`src/rtl/playbus_sequencer_if.sv`:
```
// PlayBus sequencer bus interface.
// Groups the control, program-ROM and controller-facing signals of playbus_sequencer.
//   master : sequencer side (drives pc, func, func_valid, ram_addr, busy, halted)
//   slave  : environment side (drives run, step, clear, instr)
// Optional macro SEQ_BREAKPOINT_EN adds bp_addr/bp_en (to sequencer) and bp_hit (from it).
interface playbus_sequencer_if #(
  parameter int unsigned ADDR_W = 4,
  parameter int unsigned OPND_W = 4
);
  logic              run;
  logic              step;
  logic              clear;
  logic [OPND_W+3:0] instr;
  logic [ADDR_W-1:0] pc;
  logic [2:0]        func;
  logic              func_valid;
  logic [OPND_W-1:0] ram_addr;
  logic              busy;
  logic              halted;
`ifdef SEQ_BREAKPOINT_EN
  logic [ADDR_W-1:0] bp_addr;
  logic              bp_en;
  logic              bp_hit;
`endif

  modport master (
`ifdef SEQ_BREAKPOINT_EN
    input  bp_addr, bp_en,
    output bp_hit,
`endif
    input  run, step, clear, instr,
    output pc, func, func_valid, ram_addr, busy, halted
  );

  modport slave (
`ifdef SEQ_BREAKPOINT_EN
    output bp_addr, bp_en,
    input  bp_hit,
`endif
    output run, step, clear, instr,
    input  pc, func, func_valid, ram_addr, busy, halted
  );
endinterface

```
`src/rtl/playbus_sequencer.sv`:
```
// PlayBus level 1 instruction sequencer.
// Holds the program counter, fetches instruction words from a combinational program ROM and
// presents the func code to the PlayBus controller: 1 cycle for func 0-2, 2 cycles for
// func 3-7 (func_valid only in the first). Supports run/step control and halt detection.
//
// Ports:
//   clk      : system clock, rising edge
//   n_reset  : synchronous active-low reset
//   bus      : playbus_sequencer_if.master
//              in : run, step, clear, instr
//              out: pc, func, func_valid, ram_addr, busy, halted
// Optional feature (macro SEQ_BREAKPOINT_EN): run-mode breakpoint on pc == bp_addr, adding
// bp_addr/bp_en inputs and a bp_hit output on the interface.
//
// Instruction word: [OPND_W+3] halt flag, [OPND_W+2:3] operand, [2:0] func.
module playbus_sequencer #(
  parameter int unsigned ADDR_W = 4,
  parameter int unsigned OPND_W = 4
) (
  input logic                   clk,
  input logic                   n_reset,
  playbus_sequencer_if.master   bus
);

  typedef enum logic [2:0] {
    StIdle,
    StFetch,
    StExec,
    StExec2,
    StHalt
  } state_e;

  state_e              state_q;
  logic [ADDR_W-1:0]   pc_q;
  logic [OPND_W+3:0]   ir_q;
  logic [2:0]          func_q;
  logic                func_valid_q;
  logic                busy_q;
  logic                halted_q;
`ifdef SEQ_BREAKPOINT_EN
  logic                via_step_q;  // current FETCH was entered by a step from IDLE
  logic                bp_hit_q;
`endif

  // Outcome of completing the instruction held in ir (leaving EXEC or EXEC2).
  logic   halt_flag;
  state_e cmpl_state;

  assign halt_flag = ir_q[OPND_W+3];

  always_comb begin
    cmpl_state = StIdle;
    if (halt_flag) begin
      cmpl_state = StHalt;
    end else if (bus.run) begin
      cmpl_state = StFetch;
    end
  end

  always_ff @(posedge clk) begin
    if (!n_reset) begin
      state_q      <= StIdle;
      pc_q         <= '0;
      ir_q         <= '0;
      func_q       <= 3'd0;
      func_valid_q <= 1'b0;
      busy_q       <= 1'b0;
      halted_q     <= 1'b0;
`ifdef SEQ_BREAKPOINT_EN
      via_step_q   <= 1'b0;
      bp_hit_q     <= 1'b0;
`endif
    end else if (bus.clear) begin
      state_q      <= StIdle;
      pc_q         <= '0;
      func_q       <= 3'd0;
      func_valid_q <= 1'b0;
      busy_q       <= 1'b0;
      halted_q     <= 1'b0;
`ifdef SEQ_BREAKPOINT_EN
      via_step_q   <= 1'b0;
      bp_hit_q     <= 1'b0;
`endif
    end else begin
      // func_valid is a single-cycle pulse, set only on entry to EXEC.
      func_valid_q <= 1'b0;
      unique case (state_q)
        StIdle: begin
          if (bus.run || bus.step) begin
            state_q    <= StFetch;
            busy_q     <= 1'b1;
`ifdef SEQ_BREAKPOINT_EN
            // run wins when both are high, so only a lone step bypasses breakpoints.
            via_step_q <= !bus.run;
            bp_hit_q   <= 1'b0;
`endif
          end
        end

        StFetch: begin
`ifdef SEQ_BREAKPOINT_EN
          if (bus.bp_en && (pc_q == bus.bp_addr) && !via_step_q) begin
            state_q  <= StIdle;
            busy_q   <= 1'b0;
            bp_hit_q <= 1'b1;
          end else begin
            ir_q         <= bus.instr;
            func_q       <= bus.instr[2:0];
            func_valid_q <= 1'b1;
            state_q      <= StExec;
          end
`else
          ir_q         <= bus.instr;
          func_q       <= bus.instr[2:0];
          func_valid_q <= 1'b1;
          state_q      <= StExec;
`endif
        end

        StExec: begin
          if (ir_q[2:0] >= 3'd3) begin
            // Long func: hold func one more cycle for the controller's xfer phase.
            state_q <= StExec2;
          end else begin
            state_q  <= cmpl_state;
            busy_q   <= (cmpl_state == StFetch);
            halted_q <= (cmpl_state == StHalt);
            func_q   <= 3'd0;
            if (!halt_flag) begin
              pc_q <= pc_q + 1'b1;
            end
`ifdef SEQ_BREAKPOINT_EN
            via_step_q <= 1'b0;
`endif
          end
        end

        StExec2: begin
          state_q  <= cmpl_state;
          busy_q   <= (cmpl_state == StFetch);
          halted_q <= (cmpl_state == StHalt);
          func_q   <= 3'd0;
          if (!halt_flag) begin
            pc_q <= pc_q + 1'b1;
          end
`ifdef SEQ_BREAKPOINT_EN
          via_step_q <= 1'b0;
`endif
        end

        StHalt: begin
          // Only clear or reset leaves HALT; both are handled above.
          state_q <= StHalt;
        end

        default: begin
          state_q  <= StIdle;
          busy_q   <= 1'b0;
          halted_q <= 1'b0;
          func_q   <= 3'd0;
        end
      endcase
    end
  end

  assign bus.pc         = pc_q;
  assign bus.func       = func_q;
  assign bus.func_valid = func_valid_q;
  assign bus.ram_addr   = ir_q[OPND_W+2:3];
  assign bus.busy       = busy_q;
  assign bus.halted     = halted_q;
`ifdef SEQ_BREAKPOINT_EN
  assign bus.bp_hit     = bp_hit_q;
`endif

endmodule

```
`src/flat_wrapper.sv`:
```
// flat-port wrapper written by rule: the top's interface ports become plain ports
module playbus_sequencer_flat 
#(
  parameter int unsigned ADDR_W = 4,
  parameter int unsigned OPND_W = 4
)
  (clk, n_reset, bus_run, bus_step, bus_clear, bus_instr, bus_pc, bus_func, bus_func_valid, bus_ram_addr, bus_busy, bus_halted);
  playbus_sequencer_if #(.ADDR_W(ADDR_W), .OPND_W(OPND_W)) bus_i ();
  input logic clk;
  input logic n_reset;
  input wire logic [$bits(bus_i.run)-1:0] bus_run;
  input wire logic [$bits(bus_i.step)-1:0] bus_step;
  input wire logic [$bits(bus_i.clear)-1:0] bus_clear;
  input wire logic [$bits(bus_i.instr)-1:0] bus_instr;
  output wire logic [$bits(bus_i.pc)-1:0] bus_pc;
  output wire logic [$bits(bus_i.func)-1:0] bus_func;
  output wire logic [$bits(bus_i.func_valid)-1:0] bus_func_valid;
  output wire logic [$bits(bus_i.ram_addr)-1:0] bus_ram_addr;
  output wire logic [$bits(bus_i.busy)-1:0] bus_busy;
  output wire logic [$bits(bus_i.halted)-1:0] bus_halted;
  assign bus_i.run = bus_run;
  assign bus_i.step = bus_step;
  assign bus_i.clear = bus_clear;
  assign bus_i.instr = bus_instr;
  assign bus_pc = bus_i.pc;
  assign bus_func = bus_i.func;
  assign bus_func_valid = bus_i.func_valid;
  assign bus_ram_addr = bus_i.ram_addr;
  assign bus_busy = bus_i.busy;
  assign bus_halted = bus_i.halted;
  playbus_sequencer #(.ADDR_W(ADDR_W), .OPND_W(OPND_W)) u_core (.clk(clk), .n_reset(n_reset), .bus(bus_i));
endmodule
```
`config.mk`:
```
export PLATFORM = sky130hd
export DESIGN_NAME = playbus_sequencer_flat
export DESIGN_NICKNAME = d
export VERILOG_FILES = /design/src/rtl/playbus_sequencer_if.sv /design/src/rtl/playbus_sequencer.sv /design/src/flat_wrapper.sv
export SDC_FILE = /design/constraint.sdc
export NUM_CORES = 1
export LEC_CHECK = 0
export ABC_AREA = 1
export BUFFER_PORTS_ARGS = -buffer_cell sky130_fd_sc_hd__clkbuf_2
export CELL_PAD_IN_SITES_DETAIL_PLACEMENT = 1
export CELL_PAD_IN_SITES_GLOBAL_PLACEMENT = 2
export CORE_MARGIN = 2
export CORE_UTILIZATION = 27
export DETAILED_ROUTE_END_ITERATION = 8
export PLACE_DENSITY = 0.79
export SETUP_SLACK_MARGIN = 0.1
export SLEW_MARGIN = 20
export SYNTH_ARGS = -nofsm -noshare
export SYNTH_HDL_FRONTEND = slang
export SYNTH_SLANG_ARGS = --single-unit
```
`constraint.sdc`:
```
create_clock -name clk -period 1.5 [get_ports clk]
set_input_delay 0.375 -clock clk [delete_from_list [all_inputs] [get_ports clk]]
set_output_delay 0.375 -clock clk [all_outputs]
set_load 0.02 [all_outputs]
```
=== After elaboration in Yosys (flattened, before gate mapping) ===
Cells that the tools add are included.

* Register bits: 21
* Memories kept: 0
* Word-level logic and storage cells: 50
* Input bits: 13
* ROM bits: 0
* Output and inout bits: 14
* Bits in latches: 0
* Bits in writable memories: 0

* Equal/unequal tests: 8
* Multiply operators: 0
* Magnitude comparators: 1
* Reductions and logical operators: 12
* Multiplexer cells: 16
* Divide/modulo/power cells: 0
* Shift operators: 0
* Bitwise logic cells: 5
* $add $sub $neg: 1

{| class="wikitable"
|+ Operators with widths
! operator !! number
|-
| 3-bit one-hot mux with 5 select lines || 1
|-
| 3-bit 2-to-1 mux || 4
|-
| 3-bit one-hot mux with 3 select lines || 1
|-
| 4-bit 2-to-1 mux || 2
|-
| 4-bit one-hot mux with 2 select lines || 1
|-
| 2-bit AND reduction || 4
|-
| 3-bit by 1-bit equality test with 1-bit output (second input constant) || 2
|-
| 3-bit by 2-bit equality test with 1-bit output (second input constant) || 2
|-
| 3-bit equality test (second input constant) || 2
|-
| 2-bit OR reduction || 3
|-
| 1-bit 2-to-1 mux || 5
|-
| 1-bit NOT || 5
|-
| 4-bit by 1-bit adder with 4-bit output (second input constant) || 1
|-
| 1-bit one-hot mux with 4 select lines || 1
|-
| 3-bit by 2-bit >= comparator with 1-bit output (second input constant) || 1
|-
| 3-bit logical NOT || 1
|-
| 1-bit one-hot mux with 3 select lines || 1
|-
| 3-bit AND reduction || 1
|-
| 3-bit OR reduction || 1
|-
| 2-bit by 1-bit != test with 1-bit output (second input constant) || 1
|-
| 2-bit != test (second input constant) || 1
|-
| 2-bit nonzero test || 1
|-
| 1-bit logical OR || 1
|}

=== Depth between registers and ports, before layout ===
Gate-level depths: netlist of run 1.

* Depth in word-level cells: 5
* Mapped depth: 8

=== Worst setup path before layout of run 1 ===
OpenSTA, ideal clock, no wires.

* Path type: reg-to-reg
* Start: register u_core.pc_q[0], in the netlist u_core.bus.pc[0]
* End: register u_core.pc_q[2], in the netlist u_core.bus.pc[2]
* Setup slack: 0.425 ns
* Path buffers: 0
* Period minus slack after synthesis: 1.075 ns
* Setup time: 0.123 ns
* Stages on the path, launching flop included: 7
* Arrival time: 0.952 ns
* Required time: 1.377 ns
* Cells stage by stage: dfxtp_1 ha_1 inv_1 nand2_1 nand2_1 nand4_1 a21oi_1

* Cells in the longest elaborated chain, start to end: 4

{| class="wikitable"
|+ RTL lines
! element !! RTL line !! text
|-
| start, declared || playbus_sequencer.sv:34 || <nowiki>logic [ADDR_W-1:0] pc_q;</nowiki>
|-
| start signal, assigned || playbus_sequencer.sv:130 || <nowiki>pc_q <= pc_q + 1'b1;</nowiki>
|-
| start signal, assigned || playbus_sequencer.sv:144 || <nowiki>pc_q <= pc_q + 1'b1;</nowiki>
|-
| 4-bit by 1-bit adder with 4-bit output (*) || playbus_sequencer.sv:130, playbus_sequencer.sv:144 ||
|-
| 4-bit 2-to-1 mux (*) || playbus_sequencer.sv:129, playbus_sequencer.sv:143 ||
|-
| 4-bit 2-to-1 mux || playbus_sequencer.sv:121 || <nowiki>if (ir_q[2:0] >= 3'd3) begin</nowiki>
|-
| 4-bit one-hot mux with 2 select lines (*) || playbus_sequencer.sv:87 || <nowiki>unique case (state_q)</nowiki>
|}

Every way passes the cells marked *; elsewhere a longest branch is shown, timed or not. The select of a mux whose other input is x is not followed.
A chain may end at the register's enable or synchronous reset.

=== Worst setup path in the final report of run 1 ===
* Start: register u_core.pc_q[1], in the netlist u_core.bus.pc[1]
* End: output bus_pc[1]

{| class="wikitable"
|+ RTL lines
! element !! RTL line !! text
|-
| end, declared || flat_wrapper.sv:15 || <nowiki>output wire logic [$bits(bus_i.pc)-1:0] bus_pc;</nowiki>
|}

No word-level cell between the ends.

==> run summary, run 1 <==
Wires add up to 2.36 mm. The worst hold path passes through 3 cells. Critical path capture point type: an output pin. The synthesized design contains 0 enable-type register cells.

The number of different library cells used by synthesis comes to 20. Routability-driven placement finished with a final weighted congestion of 0.817. VDD sags by at most 487 uV. Of all nets on the critical path, the largest fanout is 5. Subtracting the final worst setup slack from the clock period gives 1.30 ns. The share of the Yosys chip area taken by registers is 43.7%. In the final layout, the share of cells above drive strength 1 is 28.7%. After global routing the overflow that remains totals 0.

The transition time at the pin with the least slew margin is 0.275 ns, and the number of antenna violations at the first check in global routing is 0. The worst path buffer plus inverter count was 1. In the post-synthesis netlist, the biggest area contributors are sky130_fd_sc_hd__dfxtp_1 (44%), sky130_fd_sc_hd__nand2_1 (11%), sky130_fd_sc_hd__nor2_1 (8.2%). The total placed cells including tap cells was 202; the placed instance area was 1130 um^2. The maximum count of clock buffers along a single path was 2; the H-tree level count was 1. The sequential cells in the finished layout cover a total of 423 um^2.

STA puts the critical path data arrival time at 0.92 ns. The path depth of the worst reg2reg path is 5. The slowest stage of the critical path belongs to the cell sky130_fd_sc_hd__dfxtp_1.

The number of setup buffers added after CTS is 0. The critical path's largest stage delay works out to 0.42 ns. The run gives 3 as the first-pass iteration count of the detailed router.

After synthesis, the mean cell area works out to 7.23 um^2. Excluding fillers, the count of instances in the completed layout stands at 206. The core area came out at 3390 um^2. Summed over all instances, the cell type with the most area after synthesis is sky130_fd_sc_hd__dfxtp_1.

The final setup violation count was 0; the total die area was 4060 um^2. Global routing used 12.1% of the available tracks across all layers. The pin count of the biggest net entering global routing was 12; the clock-pin transition on the worst setup and hold timing paths was 0.12 ns.

TritonCTS built the clock tree. Yosys instantiated no cell more often than sky130_fd_sc_hd__nand2_1. Detailed placement ended at an HPWL of 1.91 mm. The logs give 0 for the hold violation total from the final report and 3.86 mm for the first-pass GRT wire length. Relative to the synthesized area, the layout overhead comes to 20.2%. The run gives 27 as the count of boundary I/O pins. The worst hold path terminates at u_core.ir_q[5]. The flow ran to the end, and the final reports show no timing, DRC or antenna violations. Sorting the synthesized cells by how often they occur yields sky130_fd_sc_hd__nand2_1 (28), sky130_fd_sc_hd__dfxtp_1 (21), sky130_fd_sc_hd__nor2_1 (21), sky130_fd_sc_hd__inv_1 (13), sky130_fd_sc_hd__a21oi_1 (11). The worst-case headroom to the max-slew limit is 81.7%. Row generation in the floorplan step produced 21 rows. The net count of the mapped netlist was 147; the leakage power total was 0.514 nW. In this run, synthesis produced a sequential element count of 21. For the cell area after layout, the log shows 1160 um^2. Buffers placed on the I/O ports in this run total 26.

During synthesis, Yosys emitted a total of 0 warnings. The area of the mapped netlist is 962 um^2. Broken down by cell family, the worst path's largest delay share belongs to flip-flops. The max-slew violation count is 0.

The filler cells instantiated in the layout total 453. The maximum clock frequency is 770 MHz, and the area share of the largest cell type after synthesis is 43.7%. The tools report the number of vias in the routed layout as 925.

The tree is rooted in a sky130_fd_sc_hd__clkbuf_4. Traced cell by cell, the critical path runs through clkbuf_2. The required arrival time at the worst endpoint is 1.12 ns. Dividing total power by cell area gives a power density of 865 nW/um^2. Across all register-to-register paths, the minimum setup slack is 0.25 ns. After routing, the total negative slack on setup checks comes to 0 ns. The worst setup path is launched from a flip-flop. The die is 63.7 um tall. In the finished design, the share of the clock period the worst path needs comes to 86.6%. For this run, design rule violations remaining after detail routing come to 0. The final routed wire length divided by cell count came out at 11.5 um. The initial utilization of the core area, before any placement, comes to 28.4%.

The type of the tightest min-delay check is in -> reg. For the worst-skew pair, the clock arrives at the later sink with an insertion delay of 0.31 ns. The tools report the post-layout net count as 175.

The tools report the number of global-route vias before repair as 899. Across the run, the number of max-cap violations was 0. After detailed routing, the number of vias per cell comes to 4.49. The tools report the number of buffers created by CTS as 3.

Width of the die: 63.7 um. Among all flip-flop cells after synthesis, the most frequent one is sky130_fd_sc_hd__dfxtp_1. The number of sinks handled by clock tree synthesis was 21. Hold path startpoint: bus_instr[5]. For the count of antenna diodes in the layout, the log shows 0. Type of the setup path with the least slack: reg -> out.

Setup repair after global routing left no endpoint under its margin. In the synthesized netlist, the number of instances is 133. The worst register-to-register path ends at u_core.ir_q[7]. The fraction of registers with async set/reset works out to 0%. The critical register-to-register path startpoint was u_core.state_q[0]. Starting DRC count in detailed routing: 13. Summing all multi-input logic gate instances after layout gives 449 um^2. The clock arrives with 0.00882 ns of skew. The post-route antenna net violation count is 0.
cell families after synthesis:
logic type	Yosys count	synth area share, %
fa+ha+maj	1	1.30
buf+inv	20	9.62
simple gates	71	34.5
flops	21	43.7
compound gates	20	10.9
flip-flops by register name, summed over array words and instances, names as in the netlist:
name and count:
u_core.ir_q 8, u_core.bus.pc 4, u_core.bus.func 3, u_core.state_q 3
u_core.bus.busy 1, u_core.bus.func_valid 1, u_core.bus.halted 1
final cells by class:
cell class / instances / area share, %
Inverter: 16 / 5.41
Multi-Input combinational cell: 92 / 38.9
Clock buffer: 4 / 2.27
Tap cell: 46 / 4.98
Sequential cell: 21 / 36.6
Timing Repair Buffer: 27 / 11.9
metrics by stage:
step | total power [mW] | setup slack (ns) | hold WS [ns] | util [%]
4_1_cts | 1.01 | 0.151 | 0.296 | 34.0
3_3_place_gp | 0.732 | 0.340 | 0.454 | 33.3
2_1_floorplan | 0.688 | 0.425 | 0.427 | -
3_5_place_dp | 0.736 | 0.256 | 0.448 | 33.3
5_1_grt | 1.07 | 0.115 | 0.299 | 34.1
6_report | 1.00 | 0.202 | 0.291 | 34.1
per-layer routing:
metal  vias up  GRT usage, %  share of wire [%]  wire length [um]
met5         -             0                  0                 0
met1       430          15.0                 48              1120
met2        17          20.9                 48              1130
met3         2          3.39                4.1                98
met4         0          2.45               0.42                10
li1        476             -                  -                 -
how the worst max path moves through the flow:
stage                            from               end  cells after the start
floorplan            u_core.bus.pc[0]  u_core.bus.pc[2]                      6
global placement    u_core.state_q[0]    u_core.ir_q[7]                      5
detailed placement  u_core.state_q[0]    u_core.ir_q[7]                      5
CTS                  u_core.bus.pc[0]         bus_pc[0]                      1
global route        u_core.state_q[0]    u_core.ir_q[7]                      5
finish               u_core.bus.pc[1]         bus_pc[1]                      1
placed cells by master (no fill, tap or decap):
master	count
sky130_fd_sc_hd__dfxtp_1	19
sky130_fd_sc_hd__buf_4	1
sky130_fd_sc_hd__nor2_4	2
sky130_fd_sc_hd__dfxtp_2	2
sky130_fd_sc_hd__nor3_1	1
sky130_fd_sc_hd__nand3_2	3
sky130_fd_sc_hd__nor2_1	21
sky130_fd_sc_hd__nand4_1	3
sky130_fd_sc_hd__o21ai_1	2
sky130_fd_sc_hd__o21ai_2	1
sky130_fd_sc_hd__clkbuf_4	3
sky130_fd_sc_hd__clkbuf_2	26
sky130_fd_sc_hd__inv_4	1
sky130_fd_sc_hd__nand2_2	3
sky130_fd_sc_hd__nand3_1	8
sky130_fd_sc_hd__clkbuf_1	1
sky130_fd_sc_hd__inv_2	2
sky130_fd_sc_hd__o22ai_1	1
sky130_fd_sc_hd__a21oi_1	11
sky130_fd_sc_hd__ha_1	1
sky130_fd_sc_hd__nand2_1	28
sky130_fd_sc_hd__nor2_2	2
sky130_fd_sc_hd__o21ai_0	5
sky130_fd_sc_hd__inv_1	13
repair_timing:
item                       4_1_cts  5_1_grt
resized for setup                0        2
setup endpoints to repair        0        2
hold buffers                     0        0
power by group:
| part | switching [mW] | leakage (nW) | internal (mW) | total [mW] |
|---|---|---|---|---|
| logic | 0.0863 | 0.327 | 0.0465 | 0.133 |
| registers | 0.0122 | 0.171 | 0.576 | 0.588 |
| clock network | 0.175 | 0.0150 | 0.104 | 0.279 |
| total | 0.274 | 0.514 | 0.726 | 1.00 |
No activity file was read; power rests on OpenSTA's default activity.
==> run 2, diff against run 1 <==
- CORE_ASPECT_RATIO: not set -> 2
- RECOVER_POWER: not set -> 100
==> run summary, run 2 (same netlist as run 1, synthesis figures left out) <==
The most common cell after layout, fill and taps aside is sky130_fd_sc_hd__nand2_1 (unchanged). For the count of boundary I/O pins, the log shows 27 (unchanged). The arrival time reported for the critical path endpoint came out at 0.95 ns (was 0.92 ns).

The type of the setup path with the least slack was reg -> out (unchanged). The total die area is 4090 um^2 (was 4060 um^2), and the width of the die is 46.2 um (was 63.7 um). The clock network latency to the later pin of the worst-skew pair came out at 0.26 ns (was 0.31 ns). The transition time at the pin with the least slew margin was 0.477 ns (was 0.275 ns); the pin count of the biggest net entering global routing was 12 (unchanged). The number of flip-flops under the largest register name is 8 (unchanged). Setup repair after global routing left no endpoint under its margin.

The count of antenna diodes in the layout is 0 (unchanged). The final routed wire length divided by cell count is 12.8 um (was 11.5 um). The period utilization is 88.4% (was 86.6%), and the first-pass iteration count of the detailed router is 3 (unchanged). The number of hold buffers added after cts is 0 (unchanged). The number of buffers created by CTS was 3 (unchanged); the final weighted congestion of routability-driven global placement was 0.711 (was 0.817). Synthesis-to-finish area growth: 18.5% (was 20.2%).

The cell class contributing the biggest share of worst-path delay is flip-flops (unchanged). The H-tree level count was 1 (unchanged). The tools report the number of vias in the routed layout as 950 (was 925).

The tools report the detailed-placement wirelength estimate as 2.23 mm (was 1.91 mm). The worst-case vdd ir drop was 497 uV (was 487 uV). The logs give 0 (unchanged) for the hold violation total from the final report and 1.12 ns (about the same) for the required arrival time at the worst endpoint. The sum of negative setup slack is 0 ns (unchanged). The logs give 0.350 ns (was 0.291 ns) for the post-route worst hold slack and 0 (unchanged) for the number of post-CTS setup repair buffers. Starting utilization of the core area: 28.2% (was 28.4%). The post-route antenna net violation count was 0 (unchanged). Largest register by flop count: u_core.ir_q (unchanged).

TritonCTS built the clock tree. The tools report the first-pass GRT wire length as 4.43 mm (was 3.86 mm). Post-layout net count: 174 (was 175).

The leakage power total came out at 0.468 nW (was 0.514 nW). The run gives 21 (unchanged) as the number of sinks handled by clock tree synthesis. Floorplan die height: 88.4 um (was 63.7 um). The type of the tightest min-delay check is in -> reg (unchanged). The clock-pin transition on the worst setup and hold timing paths works out to 0.07 ns (was 0.12 ns).

The root buffer cell is sky130_fd_sc_hd__clkbuf_8 (was sky130_fd_sc_hd__clkbuf_4). For the starting DRC count in detailed routing, the log shows 17 (was 13). The worst path buffer plus inverter count is 1 (unchanged). Total routing resource utilization after global routing: 15.2% (was 12.1%). The post-cts gate resize count was 0 (unchanged); the mean number of vias per cell was 4.59 (was 4.49). The run gives 68.1% (was 81.7%) as the worst-case headroom to the max-slew limit. The power density over the cells was 959 nW/um^2 (was 865 nW/um^2); the count of standard-cell rows was 30 (was 21).

The minimum period implied by the final worst setup slack was 1.33 ns (was 1.30 ns). The run gives 0 (unchanged) as the number of max-cap violations. Critical path, cell by cell: clkbuf_1 (was clkbuf_2). The max-slew violation count was 0 (unchanged). The critical path's largest stage delay is 0.43 ns (was 0.42 ns), and the final setup violation count is 0 (unchanged). The share of final-layout standard cells stronger than drive strength 1 works out to 16.4% (was 28.7%). Maximum count of clock buffers along a single path: 2 (unchanged). The launching element type of the critical path was a flip-flop (unchanged).

For the number of global-route vias before repair, the log shows 1042 (was 899). The total congestion overflow came out at 0 (unchanged). The filler cell count in the final layout was 460 (was 453). The critical path capture point type is an output pin (unchanged). Placed instance area: 1120 um^2 (was 1130 um^2). The run finished with clean final reports. The number of antenna violations at the first check in global routing came out at 0 (unchanged). The tools report the final routed DRC violation total as 0 (unchanged). The worst-case clock skew was 0.00304 ns (was 0.00882 ns); the cell area after layout was 1140 um^2 (was 1160 um^2). Maximum clock frequency: 754 MHz (was 770 MHz).

For the routed wire length, the log shows 2.65 mm (was 2.36 mm). The cell with the largest stage delay on the worst path was sky130_fd_sc_hd__dfxtp_1 (unchanged). Commonest cells after routing, fill and taps aside: sky130_fd_sc_hd__nand2_1 (29), sky130_fd_sc_hd__nor2_1 (22), sky130_fd_sc_hd__dfxtp_1 (21) (was sky130_fd_sc_hd__nand2_1 (28), sky130_fd_sc_hd__clkbuf_2 (26), sky130_fd_sc_hd__nor2_1 (21)).

The core area came out at 3420 um^2 (was 3390 um^2). Number of buffers inserted by port buffering: 26 (unchanged). The largest fanout of any net on the critical path came out at 6 (was 5).
==> run 2: cell count changes in the layout (fill, tap and decap cells not counted), moves of 2 or more <==
cell / previous run / this run
sky130_fd_sc_hd__clkbuf_2: 26 / 12
sky130_fd_sc_hd__dfxtp_2: 2 / 0
sky130_fd_sc_hd__clkbuf_1: 1 / 15
sky130_fd_sc_hd__clkbuf_8: 0 / 3
sky130_fd_sc_hd__clkbuf_4: 3 / 0
sky130_fd_sc_hd__dfxtp_1: 19 / 21
==> run 2: worst min-delay path, stage by stage <==
cell                       delay (ns)
sky130_fd_sc_hd__clkbuf_2        0.08
sky130_fd_sc_hd__nor2_1          0.04
sky130_fd_sc_hd__nor2_1          0.08
==> run 2: metal layers <==
metal / global-route usage, % / wire length [um]
met1: 11.9 / 877
met5: 0 / 0
met2: 32.2 / 1620
met4: 6.23 / 51
met3: 2.04 / 103
==> run 2: power by group <==
group	switching, mW	leakage [nW]	internal [mW]
registers	0.0124	0.170	0.575
logic	0.0883	0.274	0.0414
clock network	0.187	0.0228	0.189
total	0.287	0.468	0.806
==> run 2: area by class of cell <==
| class | instances | area (um^2) | share of cell area, % |
|---|---|---|---|
| multi-input cells | 92 | 439 | 38.5 |
| repair buffers | 26 | 113 | 9.88 |
| well taps | 48 | 60.1 | 5.27 |
| clock buffers | 4 | 45.0 | 3.95 |
| inverters | 16 | 62.6 | 5.49 |
| flip-flops and latches | 21 | 420 | 36.9 |
==> run 2: path summary, 6_finish.rpt <==
| kind | slack [ns] | cells past startpoint | start | to |
|---|---|---|---|---|
| setup / recovery | 0.17 | 1 | u_core.bus.pc[0] | bus_pc[0] |
| hold / removal | 0.35 | 3 | bus_instr[6] | u_core.ir_q[6] |
| setup reg to reg | 0.25 | 5 | u_core.state_q[1] | u_core.bus.pc[1] |
| hold reg to reg | 0.46 | 2 | u_core.bus.func[2] | u_core.bus.func[2] |
==> run 2: through the flow <==
| stage | worst slack (ns) | total power, mW | utilization (%) | cells |
|---|---|---|---|---|
| 6_report | 0.174 | 1.09 | 33.4 | 207 |
| 5_1_grt | 0.0701 | 1.14 | 33.4 | 207 |
| 4_1_cts | 0.204 | 1.11 | 34.2 | 207 |
| 3_5_place_dp | 0.138 | 0.738 | 32.9 | 203 |
| 3_3_place_gp | 0.163 | 0.736 | 32.9 | 203 |
| 2_1_floorplan | 0.425 | 0.688 | - | 133 |
==> run 3, diff against run 2 <==
- CTS_BUF_LIST: not set -> sky130_fd_sc_hd__clkbuf_16
==> run summary, run 3 (same netlist as run 1, synthesis figures left out) <==
The hold violation total from the final report was 0 (unchanged); the transition time at the pin with the least slew margin was 0.498 ns (was 0.477 ns). The switching part of the total power came out at 24.1% (was 26.3%). The logs give 27 (unchanged) for the count of boundary I/O pins and 0 (unchanged) for the number of hold buffers added after cts. Mean number of vias per cell: 4.64 (was 4.59). TritonCTS built the clock tree. The leakage power total is 0.487 nW (was 0.468 nW), and the starting DRC count in detailed routing is 26 (was 17). The number of antenna violations at the first check in global routing was 0 (unchanged); the worst-case headroom to the max-slew limit was 66.7% (was 68.1%). The total die area is 4090 um^2 (unchanged), and the clock network latency to the later pin of the worst-skew pair is 0.25 ns (was 0.26 ns). The worst path buffer plus inverter count works out to 1 (unchanged). Critical path, cell by cell: clkbuf_1 (unchanged). The detailed-placement wirelength estimate is 2.23 mm (unchanged), and the part of the total power dissipated in the clock network is 43.9% (was 34.4%).

The number of flip-flops under the largest register name works out to 8 (unchanged). The run gives 4.46 mm (was 4.43 mm) as the first-pass GRT wire length. The starting utilization of the core area is 28.2% (unchanged), and the width of the die is 46.2 um (unchanged). Post-route antenna net violation count: 0 (unchanged). The post-layout net count is 174 (unchanged). The tools report the total congestion overflow as 0 (unchanged).

Type of the setup path with the least slack: reg -> out (unchanged). The pin count of the biggest net entering global routing is 12 (unchanged). The number of buffers inserted by port buffering was 26 (unchanged); the clock-pin transition on the worst setup and hold timing paths was 0.06 ns (was 0.07 ns). Launching element type of the critical path: a flip-flop (unchanged). The largest register by flop count was u_core.ir_q (unchanged). The final setup violation count was 0 (unchanged); the final routed wire length divided by cell count was 12.9 um (was 12.8 um).

For the count of standard-cell rows, the log shows 30 (unchanged). The number of sinks handled by clock tree synthesis is 21 (unchanged). The net switching power was 0.309 mW (was 0.287 mW); the sequential share of power was 45.9% (was 53.8%).

Cell internal power dissipation: 0.973 mW (was 0.806 mW). The synthesis-to-finish area growth was 22.0% (was 18.5%); the maximum clock frequency was 761 MHz (was 754 MHz). The run finished with clean final reports.

Root buffer cell: sky130_fd_sc_hd__clkbuf_16 (was sky130_fd_sc_hd__clkbuf_8). For the number of post-CTS setup repair buffers, the log shows 0 (unchanged). Commonest cells after routing, fill and taps aside: sky130_fd_sc_hd__nand2_1 (29), sky130_fd_sc_hd__nor2_1 (22), sky130_fd_sc_hd__dfxtp_1 (21) (unchanged). The tools report the critical path capture point type as an output pin (unchanged). For the first-pass iteration count of the detailed router, the log shows 4 (was 3). For the sum of negative setup slack, the log shows 0 ns (unchanged).

The cell class contributing the biggest share of worst-path delay was flip-flops (unchanged). Final routed DRC violation total: 0 (unchanged). The logs give 537 uV (was 497 uV) for the worst-case vdd ir drop and 2 (unchanged) for the maximum count of clock buffers along a single path. The power density over the cells was 1090 nW/um^2 (was 959 nW/um^2); the share of final-layout standard cells stronger than drive strength 1 was 16.4% (unchanged).

The core area was 3420 um^2 (unchanged); the final weighted congestion of routability-driven global placement was 0.711 (unchanged). The number of max-cap violations came out at 0 (unchanged). The post-cts gate resize count was 0 (unchanged).

Cell with the largest stage delay on the worst path: sky130_fd_sc_hd__dfxtp_1 (unchanged). For the max-slew violation count, the log shows 0 (unchanged). The floorplan die height works out to 88.4 um (unchanged). The H-tree level count was 1 (unchanged); the final cell utilization of the core was 34.4% (was 33.4%). The required arrival time at the worst endpoint is 1.12 ns (about the same).

The run gives 2.68 mm (was 2.65 mm) as the routed wire length. The run gives 14.8% (was 15.2%) as the total routing resource utilization after global routing. The most common cell after layout, fill and taps aside was sky130_fd_sc_hd__nand2_1 (unchanged). The period utilization is 87.6% (was 88.4%).

Minimum period implied by the final worst setup slack: 1.31 ns (was 1.33 ns). The number of buffers created by CTS came out at 3 (unchanged). Setup repair after global routing left no endpoint under its margin. The arrival time reported for the critical path endpoint was 0.94 ns (was 0.95 ns). Type of the tightest min-delay check: in -> reg (unchanged). The critical path's largest stage delay is 0.43 ns (about the same), and the worst-case clock skew is 0.00143 ns (was 0.00304 ns). For the count of antenna diodes in the layout, the log shows 0 (unchanged). The number of vias in the routed layout is 960 (was 950). The logs give 1057 (was 1042) for the number of global-route vias before repair and 10.2% (was 11.9%) for the combinational fraction of design power. The largest fanout of any net on the critical path came out at 6 (unchanged).
run 3: cell count changes in the layout (fill, tap and decap cells not counted):
cell	delta
sky130_fd_sc_hd__clkbuf_8	-3
sky130_fd_sc_hd__inv_1	+1
sky130_fd_sc_hd__clkbuf_1	-1
sky130_fd_sc_hd__clkbuf_16	+3
run 3: through the flow:
step | hold slack, ns | total power [mW] | area, um^2 | setup slack, ns | std cells
6_report | 0.361 | 1.28 | 1170 | 0.185 | 207
5_1_grt | 0.395 | 1.33 | 1170 | 0.0852 | 207
4_1_cts | 0.364 | 1.29 | 1200 | 0.221 | 207
3_5_place_dp | 0.459 | 0.738 | 1120 | 0.138 | 203
3_3_place_gp | 0.454 | 0.736 | 1120 | 0.163 | 203
2_1_floorplan | 0.427 | 0.688 | 962 | 0.425 | 133
run 3: layout make-up:
type	count	area (um^2)
Sequential cell	21	420
Clock inverter	1	3.75
Clock buffer	3	75.1
Inverter	16	62.6
Tap cell	48	60.1
Timing Repair Buffer	26	113
Multi-Input combinational cell	92	439
Fill cell	456	2240
run 3: worst min-delay path, stage by stage:
cell and delay, ns:
sky130_fd_sc_hd__clkbuf_2 0.08, sky130_fd_sc_hd__nor2_1 0.04, sky130_fd_sc_hd__nor2_1 0.09
run 3: final timing paths:
path / startpoint / end / slack (ns) / depth (start not counted)
worst max-delay path: u_core.bus.pc[0] / bus_pc[0] / 0.19 / 1
worst min-delay path: bus_instr[6] / u_core.ir_q[6] / 0.36 / 3
worst max register to register: u_core.state_q[2] / u_core.bus.pc[1] / 0.23 / 6
worst min register to register: u_core.bus.func[2] / u_core.bus.func[2] / 0.46 / 2
run 3: power by group through the flow:
stage	Clock [mW]	Combinational, mW	Sequential (mW)
6_report	0.563	0.130	0.589
5_1_grt	0.587	0.147	0.591
4_1_cts	0.567	0.138	0.589
3_5_place_dp	0	0.137	0.602
3_3_place_gp	0	0.135	0.601
2_1_floorplan	0	0.0827	0.606
run 3: routing by layer:
layer | global-route usage (%) | vias up | routed length (um)
li1 | - | 473 | -
met4 | 3.12 | 0 | 31
met1 | 12.1 | 456 | 867
met3 | 2.04 | 5 | 98
met5 | 0 | - | 0
met2 | 32.4 | 26 | 1680
